$ cat src/rtl/fg_pkg.sv
// Shared widths, fixed-point constants and FSM encoding for the CORDIC front end
// of the function generator.
package fg_pkg;

    localparam int ANGLE_W   = 8;
    localparam int DATA_W    = 8;
    localparam int Q_FRAC    = 7;    // Q0.7: +/-1.0 is +/-pi for angles, full scale for data
    localparam int GAIN_COMP = 78;   // round(128 / 1.6468), cancels the CORDIC gain

    typedef enum logic [1:0] {
        IDLE  = 2'd0,
        ISSUE = 2'd1,
        WAIT  = 2'd2
    } seq_state_e;

    // (amp * GAIN_COMP) >>> Q_FRAC; the arithmetic shift floors toward -inf.
    function automatic logic [DATA_W-1:0] gain_comp(input logic [DATA_W-1:0] amp);
        logic signed [2*DATA_W-1:0] prod;
        prod = $signed({{DATA_W{amp[DATA_W-1]}}, amp}) * $signed((2*DATA_W)'(GAIN_COMP));
        return DATA_W'(prod >>> Q_FRAC);
    endfunction

endpackage

$ cat src/rtl/fg_phase_acc.sv
// Phase accumulator: advances by the tuning word on every enabled sample tick and
// forms the 8-bit angle operand from its top byte plus the signed phase offset.
module fg_phase_acc
    import fg_pkg::*;
#(
    parameter int PHASE_W = 16
) (
    input  logic               clk_i,
    input  logic               rst_i,
    input  logic               adv_i,
    input  logic [PHASE_W-1:0] tune_word_i,
    input  logic [ANGLE_W-1:0] offset_i,
    output logic [ANGLE_W-1:0] z_o
);

    logic [PHASE_W-1:0] phase_q;
    logic [PHASE_W-1:0] phase_d;

    always_comb begin
        phase_d = phase_q;
        if (adv_i) begin
            phase_d = phase_q + tune_word_i;
        end
    end

    always_ff @(posedge clk_i or posedge rst_i) begin
        if (rst_i) begin
            phase_q <= '0;
        end else begin
            phase_q <= phase_d;
        end
    end

    // Modulo-256 add: wrapping past +pi lands on -pi, which the CORDIC handles.
    assign z_o = phase_q[PHASE_W-1 -: ANGLE_W] + offset_i;

endmodule

$ cat src/rtl/cordic_phase_sequencer.sv
// Issues one CORDIC rotation per sample tick and holds the returned cos/sin pair.
// Define CORDIC_SEQ_GAIN_COMP_EN to pre-scale the amplitude by 1/K (78/128).
//
//   state | meaning
//   IDLE  | waiting for an enabled sample request
//   ISSUE | operands latched, start strobe high for this one cycle
//   WAIT  | waiting for the CORDIC done strobe or the timeout
module cordic_phase_sequencer
    import fg_pkg::*;
#(
    parameter int PHASE_W = 16,
    parameter int TIMEOUT = 15
) (
    input  logic               clk_i,
    input  logic               rst_i,
    input  logic               enable_i,
    input  logic               sample_req_i,
    input  logic [PHASE_W-1:0] tune_word_i,
    input  logic [ANGLE_W-1:0] phase_offset_i,
    input  logic [DATA_W-1:0]  amplitude_i,
    output logic               cordic_strb_o,
    output logic [DATA_W-1:0]  cordic_x_o,
    output logic [DATA_W-1:0]  cordic_y_o,
    output logic [ANGLE_W-1:0] cordic_z_o,
    input  logic               cordic_strb_i,
    input  logic [DATA_W-1:0]  cordic_x_i,
    input  logic [DATA_W-1:0]  cordic_y_i,
    output logic [DATA_W-1:0]  cos_o,
    output logic [DATA_W-1:0]  sin_o,
    output logic               sample_valid_o,
    output logic               busy_o,
    output logic               overrun_o,
    output logic               timeout_o
);

    localparam int              TMR_W    = $clog2(TIMEOUT + 1);
    localparam logic [TMR_W-1:0] TMR_LOAD = TMR_W'(TIMEOUT - 1);

    seq_state_e         state_q, state_d;
    logic [TMR_W-1:0]   tmr_q, tmr_d;
    logic [ANGLE_W-1:0] z_q, z_d;
    logic [DATA_W-1:0]  x_q, x_d;
    logic [DATA_W-1:0]  cos_q, cos_d;
    logic [DATA_W-1:0]  sin_q, sin_d;
    logic               valid_q, valid_d;
    logic               ovr_q, ovr_d;
    logic               tmo_q, tmo_d;
    logic               done_q, done_d;
    logic [DATA_W-1:0]  res_x_q, res_y_q;

    logic               req_en;
    logic [ANGLE_W-1:0] z_now;
    logic [DATA_W-1:0]  amp_term;

    assign req_en = sample_req_i & enable_i;

    fg_phase_acc #(
        .PHASE_W (PHASE_W)
    ) u_phase_acc (
        .clk_i       (clk_i),
        .rst_i       (rst_i),
        .adv_i       (req_en),
        .tune_word_i (tune_word_i),
        .offset_i    (phase_offset_i),
        .z_o         (z_now)
    );

`ifdef CORDIC_SEQ_GAIN_COMP_EN
    assign amp_term = gain_comp(amplitude_i);
`else
    assign amp_term = amplitude_i;
`endif

    // The done strobe and results are registered once before use so the
    // CORDIC's outputs never feed the FSM decode directly.
    assign done_d = cordic_strb_i & (state_q == WAIT);

    always_comb begin
        state_d = state_q;
        tmr_d   = tmr_q;
        z_d     = z_q;
        x_d     = x_q;
        cos_d   = cos_q;
        sin_d   = sin_q;
        valid_d = 1'b0;
        tmo_d   = tmo_q;
        ovr_d   = ovr_q | (req_en & (state_q != IDLE));
        case (state_q)
            IDLE: begin
                if (req_en) begin
                    state_d = ISSUE;
                    z_d     = z_now;
                    x_d     = amp_term;
                end
            end
            ISSUE: begin
                state_d = WAIT;
                tmr_d   = TMR_LOAD;
            end
            WAIT: begin
                if (done_q) begin
                    state_d = IDLE;
                    cos_d   = res_x_q;
                    sin_d   = res_y_q;
                    valid_d = 1'b1;
                end else if (tmr_q == '0) begin
                    state_d = IDLE;
                    tmo_d   = 1'b1;
                end else begin
                    tmr_d = tmr_q - 1'b1;
                end
            end
            default: state_d = IDLE;
        endcase
    end

    always_ff @(posedge clk_i or posedge rst_i) begin
        if (rst_i) begin
            state_q <= IDLE;
            tmr_q   <= '0;
            z_q     <= '0;
            x_q     <= '0;
            cos_q   <= '0;
            sin_q   <= '0;
            valid_q <= 1'b0;
            ovr_q   <= 1'b0;
            tmo_q   <= 1'b0;
            done_q  <= 1'b0;
            res_x_q <= '0;
            res_y_q <= '0;
        end else begin
            state_q <= state_d;
            tmr_q   <= tmr_d;
            z_q     <= z_d;
            x_q     <= x_d;
            cos_q   <= cos_d;
            sin_q   <= sin_d;
            valid_q <= valid_d;
            ovr_q   <= ovr_d;
            tmo_q   <= tmo_d;
            done_q  <= done_d;
            res_x_q <= cordic_x_i;
            res_y_q <= cordic_y_i;
        end
    end

    assign cordic_strb_o  = (state_q == ISSUE);
    assign cordic_x_o     = x_q;
    assign cordic_y_o     = '0;
    assign cordic_z_o     = z_q;
    assign cos_o          = cos_q;
    assign sin_o          = sin_q;
    assign sample_valid_o = valid_q;
    assign busy_o         = (state_q != IDLE);
    assign overrun_o      = ovr_q;
    assign timeout_o      = tmo_q;

endmodule

$ cat config.mk
export PLATFORM = sky130hd
export DESIGN_NAME = cordic_phase_sequencer
export DESIGN_NICKNAME = d
export VERILOG_FILES = /design/src/rtl/fg_pkg.sv /design/src/rtl/fg_phase_acc.sv /design/src/rtl/cordic_phase_sequencer.sv
export SDC_FILE = /design/constraint.sdc
export NUM_CORES = 1
export LEC_CHECK = 0
export CAP_MARGIN = 40
export CORE_ASPECT_RATIO = 0.7
export CORE_MARGIN = 2
export CORE_UTILIZATION = 44
export CTS_BUF_LIST = sky130_fd_sc_hd__clkbuf_16
export CTS_CLUSTER_SIZE = 28
export DETAILED_ROUTE_END_ITERATION = 16
export HOLD_SLACK_MARGIN = 0.06
export PLACE_DENSITY = 0.77
export SLEW_MARGIN = 15
export SYNTH_ARGS = -nofsm -noshare
export SYNTH_HDL_FRONTEND = slang
export SYNTH_HIERARCHICAL = 1
export SYNTH_SLANG_ARGS = --single-unit
$ cat constraint.sdc
create_clock -name clk_i -period 2.2 [get_ports clk_i]
set_clock_uncertainty 0.1 [all_clocks]
set_input_delay 0.44 -clock clk_i [delete_from_list [all_inputs] [get_ports clk_i]]
set_output_delay 0.44 -clock clk_i [all_outputs]
set_load 0.02 [all_outputs]
# Word-level counts from Yosys, hierarchy flattened
# Index checks and enable logic that the tools add are counted.
dict set report op_classes {
  n_mux 9
  bitwise 5
  reduce_logical 9
  n_addsub 3
  n_eq_ne 6
}
# operator count
set op_table {}
lappend op_table {{16-bit adder} 1}
lappend op_table {{8-bit adder} 1}
lappend op_table {{4-bit 2-to-1 mux} 2}
lappend op_table {{4-bit case mux with 2 select lines} 1}
lappend op_table {{2-bit 2-to-1 mux} 3}
lappend op_table {{2-bit inequality test, second input constant} 3}
lappend op_table {{2-bit case mux with 3 select lines} 1}
lappend op_table {{2-bit AND reduction} 3}
lappend op_table {{3-bit AND reduction} 2}
lappend op_table {{4-bit logical NOT} 1}
lappend op_table {{2-bit nonzero test} 2}
lappend op_table {{4-bit by 1-bit subtractor with 4-bit output, second input constant} 1}
lappend op_table {{1-bit bitwise AND} 3}
lappend op_table {{3-bit by 2-bit inequality test with 1-bit output, second input constant} 1}
lappend op_table {{2-bit by 1-bit equality test with 1-bit output, second input constant} 1}
lappend op_table {{2-bit equality test, second input constant} 1}
lappend op_table {{2-bit logical NOT} 1}
lappend op_table {{1-bit 2-to-1 mux} 2}
lappend op_table {{1-bit NOT} 1}
lappend op_table {{1-bit bitwise OR} 1}
dict set report word_totals {
  inputBits 53
  wordCells 45
  ff_bits 74
  out_inout_bits 45
}

# Logic depth before layout (Yosys ltp)
# Gate-level depths: netlist of run 1.
dict set report logic_depth {
  word_depth 4
  depth_mapped 8
}

# Modules after synthesis
# Netlist of run 1, hierarchy kept.
# module area_per_inst_um2 cells_per_inst seq_area_each_um2 n_inst
set by_module_without_submodules {}
lappend by_module_without_submodules {cordic_phase_sequencer 2189.6 143 1451.4 1}
lappend by_module_without_submodules {fg_phase_acc 1634.1 181 400.4 1}

# Least setup slack after synthesis of run 1
# Ideal clock, no wire load.
dict set report synth_path {
  path_type {input -> register}
  start {in tune_word_i[0]}
  end {reg u_phase_acc.phase_q[8]}
  setup_time_ps 125
  arrival_time_ps 2168
  setup_slack_ps -193
  n_path_buf 0
  required_time_ps 1975
  path_stages 7
  cell_sequence {ha_1 fa_1 a21o_1 a221oi_2 o21ai_0 xor2_1 mux2_2}
}
dict set report synth_between {
  elab_chain_cells 1
}
# item line
set synth_rtl {}
lappend synth_rtl {{from (decl)} cordic_phase_sequencer.sv:18} ;# input logic [PHASE_W-1:0] tune_word_i,
lappend synth_rtl {{16-bit adder} fg_phase_acc.sv:22} ;# phase_d = phase_q + tune_word_i;
lappend synth_rtl {{to (signal assigned)} fg_phase_acc.sv:30} ;# phase_q <= phase_d;
lappend synth_rtl {{to (decl)} fg_phase_acc.sv:16} ;# logic [PHASE_W-1:0] phase_q;
# Every way passes these cells.
# A chain may end at the register's enable or synchronous reset.

# Worst setup path after layout of run 1
dict set report layout_path {
  start {reg u_phase_acc.phase_q[0]}
  end {reg u_phase_acc.phase_q[8]}
}
dict set report layout_between {
  elab_chain_cells 1
}
# item line
set layout_rtl {}
lappend layout_rtl {{16-bit adder} fg_phase_acc.sv:22}
# Every way passes these cells.

==> results.json, run 1 <==
{
  "outcome": "finished with violations",
  "violations": "negative setup slack",
  "synthCells": 324,
  "multi_input_area_um2": 2054,
  "grt_pass1_vias": 3254,
  "p_comb_frac": 0.548,
  "seq_area_um2": 1853,
  "finish.utilization": 0.6895,
  "synth_cell_type_count": 58,
  "r2r_start": "u_phase_acc/phase_q[0]",
  "path_clk_slew_ns": 0.06,
  "ff2ff_path_depth": 8,
  "cp.required_ns": 2.33,
  "postSynth.asyncResetShare": 1.000,
  "rrSetupSlack_ns": -0.09,
  "synth-edff-count": 0,
  "nets": 556,
  "antenna_found_initial": 0,
  "intPower_mw": 5.314,
  "fin_crit_ns": 2.294,
  "fin_area_um2": 5822,
  "yosysWarnings": 6,
  "worst_setup_path_start_kind": "flop",
  "syn_area_um2": 3824,
  "dp.cells": 578,
  "layoutNonFillerInstCount": 599,
  "reg2reg_to": "u_phase_acc/phase_q[8]",
  "track_usage": 0.2325,
  "numCtsBuffers": 9,
  "rsz0062_at_grt": "true",
  "critPathKind": "reg -> reg",
  "pwr-share-clk": 0.190,
  "dr_total_vias": 3158,
  "start_util": 0.4529,
  "p_sw_frac": 0.3731,
  "power_frac_seq": 0.262,
  "ioPinCount": 98,
  "h-tree-depth": 3,
  "setup_ws_ns": -0.09433,
  "core-area_um2": 8443,
  "postCtsHoldBufs": 0,
  "wl_mm": 10.49,
  "syn_area_per_cell_um2": 11.80,
  "cts_tree": "built",
  "synthFlopType": "dfrtp_1",
  "setup_viol": 5,
  "grt_pass1_wl_mm": 16.53,
  "drc": 0,
  "clock-root-buffer": "clkbuf_16",
  "hp-start": "overrun_o",
  "placementRows": 28,
  "nFillCells": 594,
  "gp_congestion": 0.9161,
  "hp-class": "reg -> reg",
  "layout-drive-gt1-share": 0.3340,
  "dieHeight_um": 82.00,
  "slew_viol_final": 0,
  "post_dp_cell_area_um2": 5266,
  "num_antenna_cells": 0,
  "post-route-period-util": 1.043,
  "area_growth_syn_to_layout_pct": 52.26,
  "antenna_left": 0,
  "critPathMaxFanout": 3,
  "die-area_um2": 9464,
  "clockBufferDepth": 2,
  "power_leakage_nw": 2.593,
  "critical_path_arrival_ns": 2.42,
  "drtPass1Iterations": 5,
  "max_freq_mhz": 435.9,
  "ir_worst_vdd_mv": 0.7823,
  "power_per_cell_area_nw_per_um2": 1456,
  "hold_viol_final": 0,
  "synth_seq_area_share": 0.4843,
  "cp-end-kind": "flop",
  "tns_ns": -0.2645,
  "min_to": "overrun_o",
  "overflow": 0,
  "wl_per_cell_um": 17.52,
  "p_switching_mw": 3.163,
  "dpl.hpwl_mm": 7.524,
  "die_x_um": 115.4,
  "clock-sinks": 74,
  "drtIter0Drc": 121,
  "port_buffers": 89,
  "synth-seq-cells": 74,
  "clock_latency_ns": 0.34,
  "viasPerCell": 5.272,
  "max_cap_violations": 0,
  "grt_start_max_net_pins": 25,
  "worstHoldPathCells": 1
}
==> registers in the layout (all words and copies together), names as in the netlist <==
name,flops
cordic_x_o,8
state_q,2
done_q,1
overrun_o,1
sin_o,8
tmr_q,4
cordic_z_o,8
res_x_q,8
sample_valid_o,1
timeout_o,1
u_phase_acc/phase_q,16
cos_o,8
res_y_q,8
==> layout make-up <==
cell class,instances,area share
multi-input combinational,224,0.3529
sequential,74,0.3183
timing repair buffer,148,0.2360
clock buffer,9,0.03868
tap,120,0.02579
clock inverter,7,0.01741
inverter,17,0.01096
==> cells in the final DEF, fill, tap and decap left out, types with 4 or more instances in the layout <==
cell,synthesis,layout
nor2_1,7,7
clkdlybuf4s50_1,0,82
mux2_2,43,41
nand4_1,4,4
dfrtp_1,74,73
a21oi_1,17,11
xnor2_1,10,9
nand3_1,9,9
dlygate4sd2_1,0,5
nand2_1,20,20
a21oi_2,0,5
xor2_1,5,5
a21o_1,7,7
ha_4,0,5
inv_1,16,15
clkbuf_16,0,9
conb_1,1,8
buf_4,9,55
ha_1,27,19
o21ai_0,7,4
a211o_1,4,4
==> power groups by stage <==
stage,clock network [mW],logic [mW],registers (mW)
after global placement,0,3.99,2.16
after CTS,1.63,4.41,2.21
after detailed placement,0,4.13,2.20
after floorplan,0,2.05,2.48
final,1.61,4.65,2.22
after global routing,1.72,4.99,2.28
==> stage by stage <==
stage / power, mW / setup slack, ns / hold WS [ns]
finish: 8.477 / -0.09433 / 0.3552
global placement: 6.158 / -0.5690 / 0.3404
floorplan: 4.528 / -0.01561 / 0.2537
global route: 8.986 / -0.1535 / 0.3617
detailed placement: 6.331 / -0.6370 / 0.3456
CTS: 8.255 / -0.06652 / 0.3567
==> critical path, cell delays in order (launching register included) <==
cell	delay, ns
dfrtp_1	0.41
ha_4	0.18
fa_2	0.34
a21o_1	0.22
a221oi_4	0.31
buf_4	0.18
o21ai_2	0.05
xor2_1	0.13
mux2_4	0.25
==> what timing repair did <==
item                       CTS  global route
pin swaps                   15            13
resized for setup           26            19
setup endpoints to repair   14            11
buffers inserted             5             0
==> cells in the mapped netlist, types with 7 or more instances <==
| library cell | number | area share |
|---|---|---|
| a21o_1 | 7 | 0.014 |
| a21oi_1 | 17 | 0.022 |
| buf_4 | 9 | 0.018 |
| dfrtp_1 | 74 | 0.48 |
| ha_1 | 27 | 0.088 |
| inv_1 | 16 | 0.016 |
| mux2_2 | 43 | 0.13 |
| nand2_1 | 20 | 0.020 |
| nand3_1 | 9 | 0.012 |
| nor2_1 | 7 | 0.0069 |
| o21ai_0 | 7 | 0.0092 |
| xnor2_1 | 10 | 0.023 |
==> how the worst max path moves through the flow <==
stage / start / to / cells past startpoint
finish: u_phase_acc/phase_q[0] / u_phase_acc/phase_q[8] / 8
global route: u_phase_acc/phase_q[0] / u_phase_acc/phase_q[8] / 8
CTS: u_phase_acc/phase_q[0] / u_phase_acc/phase_q[10] / 8
detailed placement: tune_word_i[0] / u_phase_acc/phase_q[10] / 8
global placement: tune_word_i[0] / u_phase_acc/phase_q[8] / 8
floorplan: tune_word_i[0] / u_phase_acc/phase_q[8] / 7
==> logic make-up after synthesis <==
logic type,Yosys count,share of synthesized area
other,1,0.0009807
AO/OA/AOI/OAI,66,0.1237
XOR/XNOR,15,0.03436
multiplexers,43,0.1266
buffers and inverters,33,0.04221
adder cells (fa/ha/maj),29,0.09882
AND/OR/NAND/NOR,63,0.08901
flip-flops,74,0.4843
==> per-layer routing <==
layer / wire, um / vias up / GRT usage / share of wire
li1: - / 1463 / - / -
met1: 4654 / 1558 / 0.3060 / 0.44
met4: 174 / 0 / 0.07711 / 0.017
met2: 5060 / 118 / 0.3749 / 0.48
met3: 603 / 19 / 0.06273 / 0.057
met5: 0 / - / 0 / 0
Power figures use the tool's default switching activity.
==> inputs of run 2 (changes only) <==
SLEW_MARGIN = 20   (was 15)
==> results of run 2 <==
The final DEF is identical to that of run 1; final timing and power are the same.
==> inputs of run 3 (changes only) <==
SKIP_CTS_REPAIR_TIMING = 1   (was default)
==> results.json, run 3 (synthesis results as in run 1) <==
{
  "gp_congestion": 0.9161,
  "power_leakage_nw": 2.612,
  "power_frac_seq": 0.264,
  "nets": 557,
  "critPathKind": "reg -> reg",
  "critPathMaxFanout": 5,
  "clock-sinks": 74,
  "dp_slack_ns": -0.6370,
  "dieHeight_um": 82.00,
  "critical_path_arrival_ns": 2.50,
  "drtIter0Drc": 155,
  "die_x_um": 115.4,
  "start_util": 0.4529,
  "post-route-period-util": 1.070,
  "worst_setup_path_start_kind": "flop",
  "setup_viol": 6,
  "clock-root-buffer": "clkbuf_16",
  "num_antenna_cells": 0,
  "core-area_um2": 8443,
  "ioPinCount": 98,
  "wl_per_cell_um": 17.04,
  "viasPerCell": 5.152,
  "hp-class": "reg -> reg",
  "final_common_cell": "clkdlybuf4s50_1",
  "slew_viol_final": 0,
  "wl_mm": 10.23,
  "antenna_left": 0,
  "largest_register": "u_phase_acc/phase_q",
  "fin_area_um2": 5771,
  "mostFrequentLayoutCells": "clkdlybuf4s50_1, dfrtp_1, buf_4",
  "rsz0062_at_grt": "true",
  "fin_crit_ns": 2.354,
  "drtPass1Iterations": 4,
  "max_cap_violations": 0,
  "clockBufferDepth": 2,
  "port_buffers": 89,
  "p_sw_frac": 0.3690,
  "hold_viol_final": 0,
  "layoutNonFillerInstCount": 600,
  "grt_pass1_vias": 3175,
  "ir_worst_vdd_mv": 0.7841,
  "h-tree-depth": 3,
  "outcome": "finished with violations",
  "dr_total_vias": 3091,
  "p_comb_frac": 0.544,
  "clock_latency_ns": 0.34,
  "intPower_mw": 5.247,
  "antenna_found_initial": 0,
  "violations": "negative setup slack",
  "path_clk_slew_ns": 0.06,
  "numCtsBuffers": 9,
  "cp-end-kind": "flop",
  "grt_pass1_wl_mm": 15.96,
  "max_freq_mhz": 424.9,
  "pwr-share-clk": 0.192,
  "post_dp_cell_area_um2": 5266,
  "nFillCells": 618,
  "power_per_cell_area_nw_per_um2": 1441,
  "setup_ws_ns": -0.1536,
  "dp.cells": 578,
  "largest_reg_flops": 16,
  "placementRows": 28,
  "p_switching_mw": 3.069,
  "track_usage": 0.2242,
  "cp.required_ns": 2.35,
  "dpl.hpwl_mm": 7.524,
  "cts_tree": "built",
  "layout-drive-gt1-share": 0.3188,
  "grt_start_max_net_pins": 25,
  "area_growth_syn_to_layout_pct": 50.92,
  "die-area_um2": 9464,
  "overflow": 0,
  "drc": 0
}
==> run 3: power by group through the flow <==
stage | registers (mW) | logic, mW | clock network [mW]
3_3_place_gp | 2.16 | 3.99 | 0
4_1_cts | 2.19 | 4.17 | 1.63
2_1_floorplan | 2.48 | 2.05 | 0
5_1_grt | 2.25 | 4.87 | 1.71
6_report | 2.20 | 4.52 | 1.60
3_5_place_dp | 2.20 | 4.13 | 0
==> run 3: stage by stage <==
stage | hold WS (ns) | TNS, ns | util | total power, mW
5_1_grt | 0.3617 | -1.251 | 0.6835 | 8.834
2_1_floorplan | 0.2537 | -0.01561 | - | 4.528
3_3_place_gp | 0.3404 | -6.330 | 0.6237 | 6.158
6_report | 0.3559 | -0.6492 | 0.6835 | 8.316
3_5_place_dp | 0.3456 | -6.945 | 0.6237 | 6.331
4_1_cts | 0.3567 | -1.861 | 0.6624 | 8.000
==> run 3: worst paths after layout <==
kind / start / end / slack [ns] / depth (start not counted)
hold reg to reg: overrun_o / overrun_o / 0.36 / 1
hold / removal: overrun_o / overrun_o / 0.36 / 1
min in group asynchronous: rst_i / u_phase_acc/phase_q[8] / 0.38 / 3
setup reg to reg: u_phase_acc/phase_q[0] / u_phase_acc/phase_q[12] / -0.15 / 7
max in group asynchronous: rst_i / cos_o[1] / 1.13 / 3
setup / recovery: u_phase_acc/phase_q[0] / u_phase_acc/phase_q[12] / -0.15 / 7
==> run 3: layout make-up <==
type	count	area, um^2	area share
inverters	17	63.81	0.01106
clock buffers	9	225.2	0.03903
well taps	120	150.1	0.02602
flip-flops and latches	74	1852	0.3209
repair buffers	149	1391	0.2411
clock inverters	7	101.3	0.01756
multi-input cells	224	1987	0.3443
==> run 3: layer usage <==
| metal | global-route usage | part of all wire | vias to the layer above |
|---|---|---|---|
| met3 | 0.06494 | 0.058 | 14 |
| met1 | 0.2913 | 0.45 | 1511 |
| met5 | 0 | 0 | - |
| met2 | 0.3614 | 0.47 | 97 |
| li1 | - | - | 1469 |
| met4 | 0.07711 | 0.018 | 0 |
==> run 3: worst max-delay path, cell delays in order, from the launching register on <==
cell and delay, ns:
dfrtp_1 0.41, ha_4 0.18, fa_2 0.40, a21o_1 0.23, a221oi_4 0.35, nor3_2 0.09, o31a_1 0.27, o31ai_2 0.25
